===== config.mk =====
export PLATFORM = sky130hd
export DESIGN_NAME = pipe_wb_regfile
export DESIGN_NICKNAME = d
export VERILOG_FILES = /design/src/rtl/pipe_pkg.sv /design/src/rtl/pipe_rf_array.sv /design/src/rtl/pipe_wb_regfile.sv
export SDC_FILE = /design/constraint.sdc
export NUM_CORES = 2
export LEC_CHECK = 0
export ABC_AREA = 0
export CAP_MARGIN = 25
export CORE_UTILIZATION = 55
export CTS_CLUSTER_SIZE = 25
export DETAILED_ROUTE_END_ITERATION = 10
export HOLD_SLACK_MARGIN = 0.05
export PLACE_DENSITY = 0.77
export SYNTH_ARGS = -nofsm -noshare
export SYNTH_HDL_FRONTEND = slang
export SYNTH_SLANG_ARGS = --single-unit

===== constraint.sdc =====
create_clock -name clk -period 72.7 [get_ports clk]
set_input_delay 18.175 -clock clk [delete_from_list [all_inputs] [get_ports clk]]
set_output_delay 18.175 -clock clk [all_outputs]
set_load 0.005 [all_outputs]

===== src/rtl/pipe_pkg.sv =====
// Shared definitions for the write-back / register-file slice.
package pipe_pkg;

  localparam int unsigned DW_DEF   = 32;
  localparam int unsigned AW_DEF   = 5;
  localparam int unsigned REG_ZERO = 0;

  typedef logic [AW_DEF-1:0] reg_num_t;
  typedef logic [DW_DEF-1:0] word_t;

endpackage


===== src/rtl/pipe_rf_array.sv =====
// General register storage: one write port, two raw read ports,
// asynchronous clear, entry 0 always reads as zero.
module pipe_rf_array
  import pipe_pkg::*;
#(
  parameter int unsigned DW = DW_DEF,
  parameter int unsigned AW = AW_DEF
) (
  input  logic          clk,
  input  logic          clrn,
  input  logic          we_i,
  input  logic [AW-1:0] wa_i,
  input  logic [DW-1:0] wd_i,
  input  logic [AW-1:0] ra_a_i,
  input  logic [AW-1:0] ra_b_i,
  output logic [DW-1:0] rd_a_o,
  output logic [DW-1:0] rd_b_o
);

  localparam int unsigned NREG = 2 ** AW;

  logic [DW-1:0] mem_q [NREG];

  // Storage update; entry 0 is never written so it stays at its cleared value.
  always_ff @(posedge clk or posedge clrn) begin
    if (clrn) begin
      for (int unsigned i = 0; i < NREG; i++) begin
        mem_q[i] <= '0;
      end
    end else if (we_i && (wa_i != AW'(REG_ZERO))) begin
      mem_q[wa_i] <= wd_i;
    end
  end

  // Raw reads with register 0 forced to zero.
  always_comb begin
    rd_a_o = (ra_a_i == AW'(REG_ZERO)) ? '0 : mem_q[ra_a_i];
    rd_b_o = (ra_b_i == AW'(REG_ZERO)) ? '0 : mem_q[ra_b_i];
  end

endmodule


===== src/rtl/pipe_wb_regfile.sv =====
// Write-back stage: result select, register file with write-through
// bypass, registered write-back trace and optional retire counter.
// Optional feature macro: PIPE_WB_RETIRE_CNT_EN (retire_cnt counter).
module pipe_wb_regfile
  import pipe_pkg::*;
#(
  parameter int unsigned DW = DW_DEF,
  parameter int unsigned AW = AW_DEF
) (
  input  logic          clk,
  input  logic          clrn,
  input  logic          wwreg,
  input  logic          wm2reg,
  input  logic [DW-1:0] wmo,
  input  logic [DW-1:0] walu,
  input  logic [AW-1:0] wrn,
  input  logic [AW-1:0] rna,
  input  logic [AW-1:0] rnb,
  output logic [DW-1:0] qa,
  output logic [DW-1:0] qb,
  output logic [DW-1:0] wdi,
  output logic          trc_vld,
  output logic [AW-1:0] trc_rn,
  output logic [DW-1:0] trc_data,
  output logic [31:0]   retire_cnt
);

  logic          we;
  logic [DW-1:0] raw_a;
  logic [DW-1:0] raw_b;

  logic          trc_vld_q,  trc_vld_d;
  logic [AW-1:0] trc_rn_q,   trc_rn_d;
  logic [DW-1:0] trc_data_q, trc_data_d;

  // Result select, write qualification and bypassed reads.
  always_comb begin
    wdi = wm2reg ? wmo : walu;
    we  = wwreg && (wrn != AW'(REG_ZERO));
    if (rna == AW'(REG_ZERO))  qa = '0;
    else if (we && wrn == rna) qa = wdi;
    else                       qa = raw_a;
    if (rnb == AW'(REG_ZERO))  qb = '0;
    else if (we && wrn == rnb) qb = wdi;
    else                       qb = raw_b;
  end

  pipe_rf_array #(
    .DW (DW),
    .AW (AW)
  ) u_array (
    .clk    (clk),
    .clrn   (clrn),
    .we_i   (we),
    .wa_i   (wrn),
    .wd_i   (wdi),
    .ra_a_i (rna),
    .ra_b_i (rnb),
    .rd_a_o (raw_a),
    .rd_b_o (raw_b)
  );

  // Next trace record: the write just performed, or zeros.
  always_comb begin
    trc_vld_d  = we;
    trc_rn_d   = we ? wrn : '0;
    trc_data_d = we ? wdi : '0;
  end

  // Trace registers.
  always_ff @(posedge clk or posedge clrn) begin
    if (clrn) begin
      trc_vld_q  <= 1'b0;
      trc_rn_q   <= '0;
      trc_data_q <= '0;
    end else begin
      trc_vld_q  <= trc_vld_d;
      trc_rn_q   <= trc_rn_d;
      trc_data_q <= trc_data_d;
    end
  end

  assign trc_vld  = trc_vld_q;
  assign trc_rn   = trc_rn_q;
  assign trc_data = trc_data_q;

`ifdef PIPE_WB_RETIRE_CNT_EN
  logic [31:0] cnt_q, cnt_d;

  // Retire count advances once per performed write, wrapping naturally.
  always_comb begin
    cnt_d = we ? cnt_q + 32'd1 : cnt_q;
  end

  // Retire counter register.
  always_ff @(posedge clk or posedge clrn) begin
    if (clrn) cnt_q <= '0;
    else      cnt_q <= cnt_d;
  end

  assign retire_cnt = cnt_q;
`else
  assign retire_cnt = '0;
`endif

endmodule


==> run_results.csv <==
group,metric,value,unit
global_route,grt_max_degree,190,
floorplanning,io_pins,249,
clocking,cts_num_sinks,1062,
critical_path,r2r_cells,2,
place,io_buffers,216,
timing,finClkSkew,0,ps
power_and_ir_drop,pwr_density_cell,29.0,nW/um^2
timing,drv_slew,0,
timing,tightest_slew,1180,ps
global_route,grt_pass1_wl,289000,um
synth,avgSynthCellArea,10.8,um^2
clocking,post_cts_buffers,0,
worst_hold_path,hold_path_class,"reg -> reg",
place,gp_congestion,0.948,
clocking,ctsRootBufferMaster,"clkbuf_16",
critical_path,cp-end-kind,"primary output",
drt,dr.pass1.iters,9,
clocking,cts.repair.resized,0,
synth,synth_cell_type_count,69,
synth,synth_enable_flop_cells,0,
critical_path,rr_startpoint,"u_array.mem_q[210]",
floorplanning,row_count,116,
global_route,antenna_found_initial,11,
critical_path,worstPathMaxFanout,60,
cells_and_area,drive_above_1_share,16.9,%
place,dpl.hpwl,116000,um
drt,vias,45817,
timing,setup_tns,0,ps
status,status,"completed",
clocking,h-tree-depth,3,
critical_path,worstPathRequired,54520,ps
timing,rsz0062_at_grt,"false",
floorplanning,initial_core_util,55.4,%
timing,fin_crit,41340,ps
drt,dr.first_iter.drc_count,7917,
cells_and_area,fin_nets,5134,
clocking,insertion_delay,710,ps
global_route,grt_remaining_overflow,0,
drt,ant_nets,0,
clocking,cts-buffers-inserted,109,
cells_and_area,stdcell_count,6447,
place,post-place-ws,31640,ps
critical_path,timing.rr.end,"u_array.mem_q[210]",
timing,min_period_over_period,56.9,%
power_and_ir_drop,leakagePower,26.3,nW
synth,ys_seq_elements,1062,
critical_path,start_kind,"input port",
global_route,grt_pass1_vias,44340,
critical_path,crit_path_start,"rna[1]",
power_and_ir_drop,vdd_ir_drop_max,0.0000212,V
clocking,cts_buffer_depth,3,
place,dp_cells,6232,
run,maxCapViolations,0,
drt,via_per_inst,7.11,
cells_and_area,nFillCells,7600,
floorplanning,die_h,319,um
critical_path,ff2ff_setup_slack,71900,ps
synth,async_reset_ff_share,100,%
synth,syn-cell-area,55400,um^2
cells_and_area,area_delta_synth_final,11.5,%
clocking,clk_pin_slew_worst_paths,60,ps
drt,drc_errors,0,
critical_path,worstPathArrival,23170,ps
worst_hold_path,whs_path_depth,0,
floorplanning,core-area,100000,um^2
synth,syn-instance-count,5141,
synth,yosysWarnings,0,
timing,layout_setup_ws,31360,ps
floorplanning,floorplan.die.width,319,um
clocking,hold_buffers,0,
critical_path,worstSetupPathType,"in -> out",
critical_path,endpoint,"qa[7]",
drt,wl,196000,um
clocking,cts_tree,"built",
timing,hold-worst-slack,394,ps
floorplanning,dieArea,102000,um^2
timing,slew_headroom,21.2,%
cells_and_area,final_util,61.8,%
global_route,track_usage,38.3,%
synth,synth_top_flop_cell,"dfrtp_1",
drt,routedWlPerCell,30.5,um
timing,setup_violations,0,
timing,fmax,24.2,MHz
timing,finalHoldViolCount,0,
synth,ys_seq_area_share,48.0,%
power breakdown:
part           leakage (nW)  total (mW)  internal, mW  switching (mW)
Sequential             13.4       0.808         0.711          0.0969
Clock                  1.85       0.591         0.341           0.249
Combinational          11.0       0.394         0.192           0.201
metrics by stage:
step | power (mW) | cell area, um^2
after detailed placement | 1.19 | 57900
after global routing | 1.86 | 61800
after CTS | 1.78 | 61600
final | 1.79 | 61800
after floorplan | 1.06 | 55500
after global placement | 1.17 | 57800
critical path, stage by stage:
cell	delay [ps]
clkbuf_8	510
buf_4	910
buf_4	970
nor2b_2	210
buf_4	320
a221o_1	380
nand3b_1	100
o21ai_0	200
o21ai_0	610
clkdlybuf4s50_1	640
layout by cell type (no fill, tap or decap), drive strengths merged, types with 42 or more instances in the layout:
master / netlist / layout
clkbuf: 336 / 159
mux2: 63 / 63
mux2i: 213 / 213
a211oi: 56 / 56
nand2: 653 / 653
o21ai: 642 / 642
clkdlybuf4s50: 0 / 205
nor2: 512 / 512
dfrtp: 1062 / 1062
o22ai: 148 / 148
buf: 248 / 146
a21oi: 426 / 426
mux4: 391 / 391
inv: 38 / 42
registers in the layout, indices dropped and copies added (netlist names):
register	cells
trc_vld	1
trc_rn	5
u_array.mem_q	1024
trc_data	32
area by class of cell:
| class | instances | area (um^2) | share of cell area (%) |
|---|---|---|---|
| flip-flops and latches | 1062 | 26600 | 43.0 |
| clock inverters | 43 | 552 | 0.893 |
| diodes | 8 | 20.0 | 0.0324 |
| clock buffers | 158 | 3200 | 5.18 |
| inverters | 39 | 154 | 0.249 |
| well taps | 1298 | 1620 | 2.63 |
| multi-input cells | 3487 | 26300 | 42.5 |
| repair buffers | 352 | 3390 | 5.49 |
logic make-up (layout without fill, tap and decap cells):
group / count (synthesis) / after routing / synth area share, %
AO/OA/AOI/OAI: 1447 / 1447 / 14.9
multiplexers: 667 / 667 / 21.1
XOR/XNOR: 10 / 10 / 0.158
buffers and inverters: 623 / 592 / 6.00
flip-flops: 1062 / 1062 / 48.0
other: 1 / 40 / 0.00677
AND/OR/NAND/NOR: 1331 / 1331 / 9.87
routing by layer:
layer | global-route usage, % | share of wire [%] | vias up
li1 | - | - | 18367
met3 | 15.0 | 16 | 977
met5 | 0 | 0.042 | -
met4 | 23.2 | 7.0 | 12
met1 | 49.9 | 35 | 22502
met2 | 54.1 | 42 | 3959
cells in the mapped netlist (all sizes together), types with 11 or more instances:
| cell | instances | share of area [%] |
|---|---|---|
| o21ai | 642 | 5.8 |
| inv | 38 | 0.26 |
| o22a | 11 | 0.17 |
| o22ai | 148 | 1.7 |
| mux2 | 63 | 1.3 |
| mux4 | 391 | 16 |
| a2111oi | 12 | 0.23 |
| nor2 | 512 | 3.5 |
| a221o | 28 | 0.51 |
| a211oi | 56 | 0.77 |
| nand3b | 16 | 0.22 |
| a21oi | 426 | 3.8 |
| nor3b | 11 | 0.15 |
| nand2 | 653 | 4.4 |
| dfrtp | 1062 | 48 |
| clkbuf | 336 | 2.3 |
| o211ai | 15 | 0.20 |
| nand2b | 17 | 0.19 |
| a221oi | 41 | 0.65 |
| buf | 248 | 3.4 |
| a22oi | 18 | 0.25 |
| nor4 | 13 | 0.15 |
| nor2b | 21 | 0.25 |
| mux2i | 213 | 3.8 |
| nor3 | 41 | 0.39 |
worst min-delay path by stage:
stage | startpoint | end
2_1_floorplan | u_array.mem_q[1007] | u_array.mem_q[1007]
3_3_place_gp | u_array.mem_q[1007] | u_array.mem_q[1007]
3_5_place_dp | u_array.mem_q[1019] | u_array.mem_q[1019]
4_1_cts | u_array.mem_q[1007] | u_array.mem_q[1007]
5_1_grt | u_array.mem_q[1007] | u_array.mem_q[1007]
6_report | u_array.mem_q[1019] | u_array.mem_q[1019]
No activity file was read; power rests on OpenSTA's default activity.
